[config.mk]
export PLATFORM = sky130hd
export DESIGN_NAME = cork_seal_controller
export DESIGN_NICKNAME = d
export VERILOG_FILES = /design/src/rtl/cork_seal_controller.sv
export SDC_FILE = /design/constraint.sdc
export NUM_CORES = 1
export LEC_CHECK = 0
export CORE_UTILIZATION = 53
export CTS_CLUSTER_DIAMETER = 50
export DETAILED_ROUTE_END_ITERATION = 8
export PLACE_DENSITY = 0.85
export SLEW_MARGIN = 15
export SYNTH_ARGS = -nofsm -noshare
export SYNTH_HDL_FRONTEND = slang
export SYNTH_SLANG_ARGS = --single-unit
[constraint.sdc]
create_clock -name CLOCK -period 4 [get_ports CLOCK]
set_input_delay 0.8 -clock CLOCK [delete_from_list [all_inputs] [get_ports CLOCK]]
set_output_delay 0.8 -clock CLOCK [all_outputs]
set_load 0.05 [all_outputs]
[src/rtl/cork_seal_controller.sv]
// Sealing-station sequencer around the cork counter: presses each bottle, issues one
// decrement per bottle, services operator refills with a saturated load, halts when empty.
module cork_seal_controller #(
  parameter int WIDTH       = 7,
  parameter int MAX_CORKS   = 99,
  parameter int LOW_THRESH  = 5,
  parameter int SEAL_CYCLES = 4
) (
  input  logic             CLOCK,
  input  logic             RESET,
  input  logic             BOTTLE_PRESENT,
  input  logic             REFILL_REQ,
  input  logic [WIDTH-1:0] REFILL_QTY,
  input  logic [WIDTH-1:0] COUNT,
  input  logic             ZERO,
  output logic             ENABLE,
  output logic             LOAD,
  output logic [WIDTH-1:0] DADOS,
  output logic             PRESS,
  output logic             BOTTLE_RELEASE,
  output logic             LOW_STOCK,
  output logic             HALT
);

  localparam int TW = $clog2(SEAL_CYCLES + 1);

  typedef enum logic [2:0] {
    IDLE,
    SEAL,
    CONSUME,
    WAIT_CLEAR,
    STALL,
    REFILL
  } state_t;

  state_t           state, state_nxt;
  logic [TW-1:0]    timer, timer_nxt;
  logic             pending, pending_nxt;
  logic [WIDTH-1:0] qty, qty_nxt;
  logic [WIDTH-1:0] dados_q, dados_nxt;
  logic [WIDTH:0]   sum;
  logic [WIDTH-1:0] sat;

  // Sum is one bit wider so a wrap can never masquerade as a small value.
  always_comb begin
    sum = {1'b0, COUNT} + {1'b0, qty};
    sat = (sum > (WIDTH+1)'(MAX_CORKS)) ? WIDTH'(MAX_CORKS) : sum[WIDTH-1:0];
  end

  assign LOW_STOCK = (COUNT <= WIDTH'(LOW_THRESH)) && !ZERO;

  always_ff @(posedge CLOCK) begin
    if (RESET) begin
      state   <= IDLE;
      timer   <= '0;
      pending <= 1'b0;
      qty     <= '0;
      dados_q <= '0;
    end else begin
      state   <= state_nxt;
      timer   <= timer_nxt;
      pending <= pending_nxt;
      qty     <= qty_nxt;
      dados_q <= dados_nxt;
    end
  end

  always_comb begin
    state_nxt      = state;
    timer_nxt      = '0;
    pending_nxt    = pending;
    qty_nxt        = qty;
    dados_nxt      = dados_q;
    ENABLE         = 1'b0;
    LOAD           = 1'b0;
    DADOS          = dados_q;
    PRESS          = 1'b0;
    BOTTLE_RELEASE = 1'b0;
    HALT           = 1'b0;

    // Any request outside REFILL latches the newest quantity; REFILL clears pending.
    if (REFILL_REQ && state != REFILL) begin
      qty_nxt     = REFILL_QTY;
      pending_nxt = 1'b1;
    end

    case (state)
      IDLE: begin
        if (pending || REFILL_REQ)        state_nxt = REFILL;
        else if (BOTTLE_PRESENT && ZERO)  state_nxt = STALL;
        else if (BOTTLE_PRESENT)          state_nxt = SEAL;
      end
      SEAL: begin
        PRESS = 1'b1;
        if (timer == TW'(SEAL_CYCLES - 1)) state_nxt = CONSUME;
        else                               timer_nxt = timer + TW'(1);
      end
      CONSUME: begin
        ENABLE         = 1'b1;
        BOTTLE_RELEASE = 1'b1;
        state_nxt      = WAIT_CLEAR;
      end
      WAIT_CLEAR: begin
        if (!BOTTLE_PRESENT) state_nxt = IDLE;
      end
      STALL: begin
        HALT = 1'b1;
        if (REFILL_REQ)           state_nxt = REFILL;
        else if (!BOTTLE_PRESENT) state_nxt = IDLE;
      end
      REFILL: begin
        pending_nxt = 1'b0;
        state_nxt   = IDLE;
        if (qty != '0) begin
          LOAD      = 1'b1;
          DADOS     = sat;
          dados_nxt = sat;
        end
      end
      default: state_nxt = IDLE;
    endcase
  end

endmodule

==> Word-level counts from Yosys, hierarchy flattened <==
Cells that the tools add are included.
{ "word_totals": {"reg_bits": 21, "input_bits": 19, "output_inout_bits": 13, "wordCells": 44} }
{ "classes": {"add_sub_neg": 2, "n_lt_le_gt_ge": 2, "eq_ne": 9, "n_mux": 15, "bitwise": 1, "reduce_logical": 10} }
{ "op_table": {"columns": ["operator", "count"], "rows": [
  ["$mux W7", 3],
  ["$mux W3", 6],
  ["$pmux W3 S5", 1],
  ["$eq A3 B2 Y1 const B", 3],
  ["$add A7 B7 Y8", 1],
  ["$gt A8 B7 Y1 const B", 1],
  ["$le A7 B3 Y1 const B", 1],
  ["$reduce_bool A7 Y1", 1],
  ["$eq A3 B3 Y1 const B", 2],
  ["$mux W1", 5],
  ["$ne A4 B4 Y1 const B", 1],
  ["$add A3 B1 Y3 const B", 1],
  ["$eq A3 B1 Y1 const B", 1],
  ["$logic_and A1 B1 Y1", 3],
  ["$logic_not A3 Y1", 1],
  ["$ne A3 B3 Y1 const B", 1],
  ["$reduce_or A3 Y1", 1],
  ["$ne A2 B2 Y1 const B", 1],
  ["$reduce_and A2 Y1", 1],
  ["$reduce_or A2 Y1", 1],
  ["$logic_not A1 Y1", 1],
  ["$logic_or A1 B1 Y1", 1],
  ["$not A1 Y1", 1]
]} }

==> Longest topological paths before layout <==
Gate-level depths: netlist of the first run.
{ "depth": {"word_depth": 5, "mapped_depth": 8} }

==> Least setup slack after synthesis of the first run <==
No wires, ideal clock.
{ "synth_timing": {"path_type": "input to output", "from": "in COUNT[0]", "to": "out DADOS[0]", "arrival_time_ps": 3091, "slack_ps": 109, "stages": 7, "n_path_buf": 0, "path_cell_list": "ha_1 > fa_1 > a211oi_1 > nor2_1 > xor2_1 > o311ai_4 > a31oi_1"} }
{ "synth_via": {"elab_chain_len": 5} }
{ "synth_rtl": {"columns": ["element", "line", "text"], "rows": [
  ["start, declared", "14", "input logic [WIDTH-1:0] COUNT,"],
  ["$add A7 B7 Y8 (*)", "46", "sum = {1'b0, COUNT} + {1'b0, qty};"],
  ["$gt A8 B7 Y1", "47", "sat = (sum > (WIDTH+1)'(MAX_CORKS)) ? WIDTH'(MAX_CORKS) : sum[WIDTH-1:0];"],
  ["$mux W7 (*)", "47", null],
  ["$mux W7 (*)", "114", "if (qty != '0) begin"],
  ["$mux W7 (*)", "87", "case (state)"],
  ["end, declared", "18", "output logic [WIDTH-1:0] DADOS,"]
]} }
Every way passes the cells marked *; elsewhere a longest branch is shown, timed or not.

==> Worst setup path in the final report of the first run <==
{ "layout_timing": {"from": "in COUNT[0]", "to": "out DADOS[1]"} }
Same word-level chain as after synthesis.

==> results.cfg, run 1 <==
[finish]
layout.nets = 216
n_fill_cell = 168
area_growth_pct = 31.60
drive_gt1_share_pct = 13.98
antennaDiodeCount = 0
fin_util_pct = 76.47

[pwr]
p_seq_share_pct = 41.3
swShare_pct = 37.04
p_per_area_nw_per_um2 = 334.6
p_clk_share_pct = 17.6
p_leak_nw = 0.6982
intPower_w = 0.0003667
comb_power_share_pct = 41.0
ir_drop_v = 0.0002642
power_switching_w = 0.0002157

[critical_path]
critPathSlowestCell = clkdlybuf4s50_1
critPathMaxStageDelay_ps = 400
end_kind = output pin
worstSetupPathType = primary input to output pin
start_kind = primary input
crit_chain = clkdlybuf4s50_1, ha_1, fa_1, a211oi_2, nor2_1, xor2_1, o311ai_4, a31oi_2, buf_12
cp_data_arrival_time_ps = 3100
crit_fanout = 4
required_ps = 3200
rr_worst_depth = 7

[logic_synthesis]
synth_top_cell_area_share_pct = 31.79
yosysSeqAreaShare_pct = 31.79
syn_nets = 183
synth_warnings = 0
postSynthRegisterBits = 21
yosysMostFrequentCell = dfxtp_1
synth_flop_cell = dfxtp_1
synthArstFlopShare_pct = 0
syn_area_per_cell_um2 = 8.588
synthCells = 154
synth_common_cells = dfxtp_1 (21), nor2_1 (16), nand2_1 (12)
synthTopCellsByArea = dfxtp_1 (32%), ha_1 (8.5%), nor2_1 (4.5%), a21oi_1 (4.2%), nand2_1 (3.4%)
yosys.area.top_type = dfxtp_1
synth_edf_count = 0
synth_cell_types = 40
synth_area_um2 = 1323

[flow_run]
max_cap_viol_count = 0

[sta]
worst_pin_slew_ps = 679.3
hold_viol = 0
setup_viol = 0
fmax_ghz = 0.2562
finalClockSkew_ps = 7.974
max-slew-margin-rel_pct = 54.57
maxSlewViolCount = 0
min_period_over_period_pct = 97.59
setup_tns_ps = 0
post-route-min-period_ps = 3904

[routing]
post_drt_wl_per_cell_um = 14.47
vias = 1242
drt_iter0_markers = 21
drc_errors = 0
wl_mm = 3.096
ant_nets = 0
vias_per_cell = 5.804
dr.pass1.iters = 4

[worst_hold_path]
holdCritPathClass = flip-flop to flip-flop
holdPathStages = 1

[status]
status = complete, no violations

[clock_network]
numCtsBuffers = 3
clockRootBuffer = clkbuf_4
postCtsSetupRepairBufs = 0
insertion_delay_ps = 310
cts_tree = built
clock_sink_count = 21
clk_transition_reported_paths_ps = 120
htree_levels = 1
cts_buffer_depth = 2

[place]
place.gp.congestion = 0.8366
dp_hpwl_mm = 2.388
port_buffers = 31

[floorplanning]
die_w_um = 51.96
start_util_pct = 58.11
dieArea_um2 = 2699
row_count = 17
ios = 32
chipHeight_um = 51.96
core_region_area_um2 = 2276

[grt]
grt_overflow = 0
antenna_found_initial = 0
grt_pass1_vias = 1125
grt_pass1_wl_mm = 4.974
grt_max_degree = 21
grt_usage_pct = 25.14
metal layers:
metal  vias to the layer above  part of all wire [%]  GRT usage, %
met1                       579                    43         28.14
li1                        630                     -             -
met5                         -                     0             0
met4                         0                  0.65         10.36
met2                        29                    54         44.23
met3                         4                   2.9         6.725
area by class of cell:
| type | count | area, um2 | area share, % |
|---|---|---|---|
| Timing Repair Buffer | 35 | 372.9 | 21.42 |
| Multi-Input combinational cell | 117 | 852.1 | 48.96 |
| Clock buffer | 4 | 26.28 | 1.510 |
| Inverter | 9 | 33.78 | 1.941 |
| Sequential cell | 21 | 420.4 | 24.16 |
| Tap cell | 28 | 35.03 | 2.013 |
timing repair:
action | in CTS | in global routing
endpoints found under the setup margin | 3 | 5
hold buffers | 0 | 0
resized for setup | 1 | 5
critical path, delay by kind of cell:
family	cells	cell delay (ps)
AO/OA/AOI/OAI	3	820
adder cells (fa/ha/maj)	2	630
buffers and inverters	2	570
XOR/XNOR	1	190
AND/OR/NAND/NOR	1	90
layout by cell type, fill, tap and decap left out, types with 6 or more instances in the layout:
master,n
a21oi_1,11
buf_4,7
clkdlybuf4s50_1,24
dfxtp_1,21
ha_1,9
inv_1,8
nand2_1,12
nand3_1,7
nand3b_1,6
nor2_1,16
o21ai_0,7
power groups by stage:
stage          clock, W  combinational, W  sequential [W]
2_1_floorplan         0          0.000156        0.000236
3_3_place_gp          0          0.000223        0.000244
3_5_place_dp          0          0.000229        0.000245
4_1_cts        0.000105          0.000231        0.000240
5_1_grt        0.000117          0.000257        0.000243
6_report       0.000103          0.000239        0.000241
sequential cells by signal (all words and copies together), names as in the netlist:
| name | count |
|---|---|
| dados_q | 7 |
| state | 3 |
| timer | 3 |
| qty | 7 |
| pending | 1 |
path summary, 6_finish.rpt:
path,slack (ps),to,from
min,440,timer[0],timer[0]
max reg2reg,1810,dados_q[1],qty[0]
max,100,DADOS[1],COUNT[0]
min reg2reg,440,timer[0],timer[0]
kinds of logic after synthesis:
| kind of cell | count (synthesis) | synth area share (%) |
|---|---|---|
| xor+xnor | 4 | 2.649 |
| fa+ha+maj | 10 | 10.03 |
| simple gates | 61 | 25.26 |
| compound gates | 42 | 24.22 |
| buf+inv | 16 | 6.054 |
| flops | 21 | 31.79 |
metrics by stage:
stage | area, um2 | setup slack, ps | cells | power, W | hold WS (ps)
floorplan | 1323 | 108.7 | 154 | 0.0003919 | 399.0
global placement | 1684 | 67.59 | 210 | 0.0004663 | 406.9
detailed placement | 1684 | 4.440 | 210 | 0.0004741 | 422.5
CTS | 1715 | 30.18 | 214 | 0.0005761 | 442.2
global route | 1740 | -23.66 | 214 | 0.0006175 | 462.5
finish | 1740 | 96.33 | 214 | 0.0005823 | 443.0
Note: power is estimated with default switching activity, not from simulation.
==> run 2: changes to the inputs <==
--- a/config.mk
+++ b/config.mk
@@ -5,10 +5,12 @@
 export SDC_FILE = /design/constraint.sdc
 export NUM_CORES = 1
 export LEC_CHECK = 0
+export CORE_MARGIN = 2
 export CORE_UTILIZATION = 53
 export CTS_CLUSTER_DIAMETER = 50
 export DETAILED_ROUTE_END_ITERATION = 8
 export PLACE_DENSITY = 0.85
+export RECOVER_POWER = 25
 export SLEW_MARGIN = 15
 export SYNTH_ARGS = -nofsm -noshare
 export SYNTH_HDL_FRONTEND = slang
==> results.cfg, run 2 (synthesis gave the netlist of run 1 again) <==
[pwr]
p_per_area_nw_per_um2 = 339.2
intPower_w = 0.0003690
p_clk_share_pct = 18.4
p_leak_nw = 0.7020
ir_drop_v = 0.0002600
comb_power_share_pct = 41.3
swShare_pct = 38.17
p_seq_share_pct = 40.3
power_switching_w = 0.0002278

[sta]
setup_tns_ps = 0
worst_pin_slew_ps = 666.1
max-slew-margin-rel_pct = 55.44
finalClockSkew_ps = 11.95
post-route-min-period_ps = 3929
maxSlewViolCount = 0
fmax_ghz = 0.2545
min_period_over_period_pct = 98.22
setup_viol = 0
whs_ps = 439.4
hold_viol = 0

[routing]
dr.pass1.iters = 4
vias_per_cell = 5.958
wl_mm = 3.376
routed.top_layer = met4
wl_met3_um = 205
route.met2.wl_mm = 1.807
ant_nets = 0
drc_errors = 0
drt_iter0_markers = 35
drt-met1-wl_mm = 1.292
vias = 1287
post_drt_wl_per_cell_um = 15.63

[grt]
grt_usage_pct = 26.97
grt_overflow = 0
grt_pass1_vias = 1298
grt_max_degree = 21
grt_pass1_wl_mm = 5.478
antenna_found_initial = 0

[finish]
layout_commonest_cell = clkdlybuf4s50_1
postLayoutCellArea_um2 = 1759
area_growth_pct = 33.02
final_cell_mix = clkdlybuf4s50_1 (22), dfxtp_1 (21), nor2_1 (16)
antennaDiodeCount = 0
layout.nets = 216
largestRegisters = dados_q (7), qty (7)
drive_gt1_share_pct = 15.05

[floorplanning]
die_w_um = 53.96
dieArea_um2 = 2911
start_util_pct = 54.88
row_count = 18
chipHeight_um = 53.96
ios = 32
core_region_area_um2 = 2410

[critical_path]
required_ps = 3200
cp.buffers_inverters = 2
critPathTopFamily = compound AO/OA/AOI/OAI gates
cp_data_arrival_time_ps = 3130
worstSetupPathType = primary input to output pin
start_kind = primary input
critPathSlowestCell = clkdlybuf4s50_1
critPathMaxStageDelay_ps = 410
crit_chain = clkdlybuf4s50_1, ha_1, fa_2, a211oi_2, nor2_1, xor2_2, o311ai_4, a31oi_2, buf_12
end_kind = output pin
crit_fanout = 4

[clock_network]
htree_levels = 1
holdBufCountCts = 0
cts_buffer_depth = 2
postCtsSetupRepairBufs = 0
clockRootBuffer = clkbuf_4
cts_tree = built
clock_sink_count = 21
numCtsBuffers = 3
clk_transition_reported_paths_ps = 110
insertion_delay_ps = 330

[place]
place.gp.congestion = 0.9398
port_buffers = 31
dp_hpwl_mm = 2.565
dpl_cell_area_um2 = 1699

[flow_run]
max_cap_viol_count = 0

[status]
status = complete, no violations

[worst_hold_path]
holdCritPathClass = flip-flop to flip-flop
[run 2: changes by cell type in the layout (fill, tap and decap cells not counted), sizes merged]
cell	previous run	this run
clkinv	1	2
dlygate4sd3	0	2
clkbuf	4	3
clkdlybuf4s50	24	22
[run 2: path summary, 6_finish.rpt]
path | start | endpoint | slack, ps | depth (start not counted)
hold / removal | timer[0] | timer[0] | 440 | 1
setup reg to reg | qty[0] | dados_q[4] | 1740 | 8
setup / recovery | COUNT[0] | DADOS[0] | 70 | 9
hold reg to reg | timer[0] | timer[0] | 440 | 1
[run 2: final cells by class]
| class | count | area, um2 |
|---|---|---|
| sequential | 21 | 420.4 |
| clock buffer | 3 | 22.52 |
| inverter | 9 | 33.78 |
| timing repair buffer | 35 | 385.4 |
| multi-input combinational | 117 | 854.6 |
| clock inverter | 1 | 5.005 |
| tap | 30 | 37.54 |
| fill | 187 | 650.6 |
[run 2: power groups by stage]
stage | registers [W] | logic, W | clock network (W)
finish | 0.000241 | 0.000246 | 0.000110
global route | 0.000244 | 0.000263 | 0.000119
CTS | 0.000241 | 0.000239 | 0.000110
detailed placement | 0.000246 | 0.000236 | 0
global placement | 0.000244 | 0.000228 | 0
floorplan | 0.000236 | 0.000156 | 0
[run 2: worst register-to-register path: cells and delay by family (launching register included)]
family	cells	cell delay [ps]
compound gates	4	850
fa+ha+maj	2	610
buf+inv	1	180
flops	1	350
simple gates	1	190
[run 2: routing by layer]
metal | GRT usage, % | vias to the layer above
met5 | 0 | -
met4 | 13.68 | 0
met3 | 5.556 | 7
met2 | 50.00 | 42
met1 | 28.30 | 612
li1 | - | 626
[run 2: what timing repair did]
action / 4_1_cts / 5_1_grt
gates resized for setup: 2 / 5
setup endpoints to repair: 2 / 5
pin swaps: 0 / 2
[run 2: through the flow]
| step | cells | utilization (%) | setup WS, ps | power, W |
|---|---|---|---|---|
| after detailed placement | 212 | 70.51 | -20.55 | 0.0004813 |
| after global routing | 216 | 73.00 | -0.9428 | 0.0006258 |
| after global placement | 212 | 70.51 | 45.23 | 0.0004722 |
| after CTS | 216 | 72.17 | 71.69 | 0.0005894 |
| after floorplan | 154 | - | 108.7 | 0.0003919 |
| final | 216 | 73.00 | 71.10 | 0.0005968 |
==> run 3: changes to the inputs <==
--- a/config.mk
+++ b/config.mk
@@ -9,6 +9,8 @@
 export CORE_UTILIZATION = 53
 export CTS_CLUSTER_DIAMETER = 50
 export DETAILED_ROUTE_END_ITERATION = 8
+export GPL_TIMING_DRIVEN = 0
+export HOLD_SLACK_MARGIN = 0.06
 export PLACE_DENSITY = 0.85
 export RECOVER_POWER = 25
 export SLEW_MARGIN = 15
==> results.cfg, run 3 (synthesis gave the netlist of run 1 again) <==
[sta]
post-route-min-period_ps = 3904
max-slew-margin-rel_pct = 66.45
rsz0062_at_grt = yes
finalClockSkew_ps = 0.7572
hold_viol = 0
worst_pin_slew_ps = 501.7
fmax_ghz = 0.2562
setup_tns_ps = 0
setup_viol = 0
min_period_over_period_pct = 97.59
maxSlewViolCount = 0

[finish]
area_growth_pct = 31.69
stdcell_count = 224
layout.nets = 224
final_cell_mix = clkdlybuf4s50_1 (23), dfxtp_1 (21), nor2_1 (15)
largestRegisters = dados_q (7), qty (7)
layout_commonest_cell = clkdlybuf4s50_1
drive_gt1_share_pct = 15.98
antennaDiodeCount = 0

[clock_network]
numCtsBuffers = 3
holdBufCountCts = 0
htree_levels = 1
clock_sink_count = 21
cts_tree = built
cts_buffer_depth = 2
clk_transition_reported_paths_ps = 120
clockRootBuffer = clkbuf_4
insertion_delay_ps = 310

[pwr]
p_leak_nw = 0.7067
p_per_area_nw_per_um2 = 331.8
intPower_w = 0.0003601
comb_power_share_pct = 41.3
ir_drop_v = 0.0002363
swShare_pct = 37.69
p_seq_share_pct = 40.4
power_switching_w = 0.0002178
p_clk_share_pct = 18.3

[status]
status = complete, no violations

[place]
dp_cells = 215
dp_hpwl_mm = 2.614
place.gp.congestion = 0.8406
port_buffers = 31

[grt]
grt_usage_pct = 25.58
antenna_found_initial = 0
grt_pass1_wl_mm = 5.354
grt_pass1_vias = 1239
grt_overflow = 0
grt_max_degree = 12

[critical_path]
worstSetupPathType = primary input to output pin
end_kind = output pin
start_kind = primary input
regToRegStartpoint = qty[0]
cp_data_arrival_time_ps = 3100
crit_fanout = 4
startpoint = COUNT[0]
required_ps = 3200

[routing]
vias_per_cell = 5.808
post_drt_wl_per_cell_um = 15.04
dr.pass1.iters = 4
ant_nets = 0
wl_mm = 3.370
vias = 1301
drc_errors = 0
drt_iter0_markers = 35

[floorplanning]
ios = 32
row_count = 18
dieArea_um2 = 2911
chipHeight_um = 53.96
die_w_um = 53.96
core_region_area_um2 = 2410
start_util_pct = 54.88

[worst_hold_path]
holdCritPathClass = flip-flop to flip-flop
min-delay-start = timer[0]

[flow_run]
max_cap_viol_count = 0
## run 3: critical path, stage by stage
cell,delay [ps]
clkdlybuf4s50_1,480
ha_2,230
fa_2,250
a211oi_4,70
or4b_4,530
o2111ai_4,140
o311ai_4,170
a31oi_1,190
buf_4,230
## run 3: layout make-up
type | instances | area (um2)
Buffer | 7 | 37.54
Clock buffer | 4 | 26.28
Fill cell | 203 | 668.1
Inverter | 9 | 33.78
Multi-Input combinational cell | 117 | 857.1
Sequential cell | 21 | 420.4
Tap cell | 30 | 37.54
Timing Repair Buffer | 36 | 329.1
## run 3: final timing paths
kind / end / slack (ps) / cells after the start
worst max-delay path: DADOS[0] / 100 / 9
worst min-delay path: timer[0] / 440 / 1
worst max register to register: dados_q[0] / 1730 / 8
worst min register to register: timer[0] / 440 / 1
## run 3: through the flow
stage / util, % / area [um2] / setup WS (ps) / total power, W / hold slack (ps)
after floorplan: - / 1323 / 108.7 / 0.0003919 / 399.0
after global placement: 69.31 / 1670 / -670.2 / 0.0004510 / 408.6
after detailed placement: 69.31 / 1670 / -728.4 / 0.0004589 / 429.8
after CTS: 71.03 / 1712 / 5.304 / 0.0005664 / 447.3
after global routing: 72.27 / 1742 / -6.273 / 0.0006074 / 473.0
final: 72.27 / 1742 / 96.38 / 0.0005779 / 440.9
## run 3: power groups by stage
stage	clock network [W]	registers, W	logic (W)
after global routing	0.000114	0.000235	0.000259
after CTS	0.000106	0.000233	0.000227
after detailed placement	0	0.000238	0.000221
final	0.000106	0.000234	0.000238
after global placement	0	0.000238	0.000213
after floorplan	0	0.000236	0.000156
## run 3: layer usage
metal | track usage (%) | part of all wire (%)
met5 | 0 | 0
met4 | 6.410 | 2.0
met3 | 2.778 | 5.0
met1 | 26.96 | 39
met2 | 52.24 | 54
## run 3: what timing repair did
item | in CTS | in global routing
pin swaps | 3 | 7
gates resized for setup | 38 | 8
endpoints found under the setup margin | 7 | 7
setup buffers | 2 | 3
==> patch, RTL diff (config.mk and constraints of run 3) <==
Reset style: asynchronous (`RESET`), changed in one clocked block.
--- a/src/rtl/cork_seal_controller.sv
+++ b/src/rtl/cork_seal_controller.sv
@@ -49,7 +49,7 @@
 
   assign LOW_STOCK = (COUNT <= WIDTH'(LOW_THRESH)) && !ZERO;
 
-  always_ff @(posedge CLOCK) begin
+  always_ff @(posedge CLOCK or posedge RESET) begin
     if (RESET) begin
       state   <= IDLE;
       timer   <= '0;
Behaviour: differs if RESET is asserted again (counterexample within 4 cycles, from zero or initial values and one cycle with RESET high); with RESET held inactive, the same outputs for 10 cycles.
==> patch against run 3 <==
Design area up 0.22%. Synthesized area down 1.8%. Highest routed layer unchanged. Worst setup slack worse by 0.029 ns. Count of clock-buffer cells in the layout down 1. Critical path depth up 2. Sequential cell count unchanged. Fmax down 0.74%. Routed wire length down 9.8%. Largest cell class unchanged.
Power is not compared: it rests on default switching activity, and its combinational part moved more than twofold at a synthesized area within 25%.
==> patch: results (changes against run 3) <==
xor and xnor area share after synthesis 2.70% (was 2.65%); Seq area share 30.1% (was 24.1%); Synth Area in Adders 9.25% (was 10.0%); Non-clk bufs 47 (was 43); met3 WL post-DR 222 um (was 167 um); largest net degree at the start of global routing 22 (was 12); synthesized area 1300 um^2 (was 1320 um^2); Met1 Wirelength 1260 um (was 1320 um); Hold Startpoint timer[0] (unchanged); first-pass GRT wire length 4910 um (was 5350 um); non-clock buffer share of cell area 23.3% (was 21.0%); worst-path fanout max 3 (was 4); vias in the first global route 1180 (was 1239); Synth area leaders dfrtp_1, ha_1, mux2_2 (was dfxtp_1, ha_1, nor2_1); Inst Count DP 193 (was 215); detailed placer's ending HPWL 2350 um (was 2610 um); met2 wire length 1530 um (was 1810 um); Hold Slack 0.450 ns (was 0.441 ns); hold-critical path endpoint timer[0] (unchanged); GRT Overall Usage 23.7% (was 25.6%); gp weighted congestion 0.841 (about the same); DR vias/cell 5.80 (was 5.81); total wire length 3040 um (was 3370 um); asr flop ratio synth 100% (was 0%); clk cell area share 1.58% (was 1.51%); register area share after synthesis 40.5% (was 31.8%); WL/cell 14.8 um (was 15.0 um); run status finished, final reports clean (unchanged)
-- patch: stage by stage --
step                total power, W  setup slack (ns)
finish                     0.00132            0.0674
global placement           0.00113            -0.756
global route               0.00141           -0.0480
floorplan                 0.000931             0.152
detailed placement         0.00116            -0.851
CTS                        0.00129           0.00960
-- patch: critical path: stages --
cell	delay [ns]
dlygate4sd2_1	0.25
ha_2	0.21
fa_2	0.43
a211oi_4	0.28
or2_4	0.16
buf_4	0.10
nand4_1	0.11
o311ai_1	0.11
o311ai_1	0.18
a21oi_1	0.25
buf_4	0.24
-- patch: kinds of logic (layout without fill, tap and decap cells) --
| logic type | count (synthesis) | count (layout) |
|---|---|---|
| buf+inv | 14 | 58 |
| xor+xnor | 4 | 4 |
| compound gates | 41 | 41 |
| mux | 7 | 7 |
| fa+ha+maj | 9 | 9 |
| simple gates | 38 | 38 |
| flops | 21 | 21 |
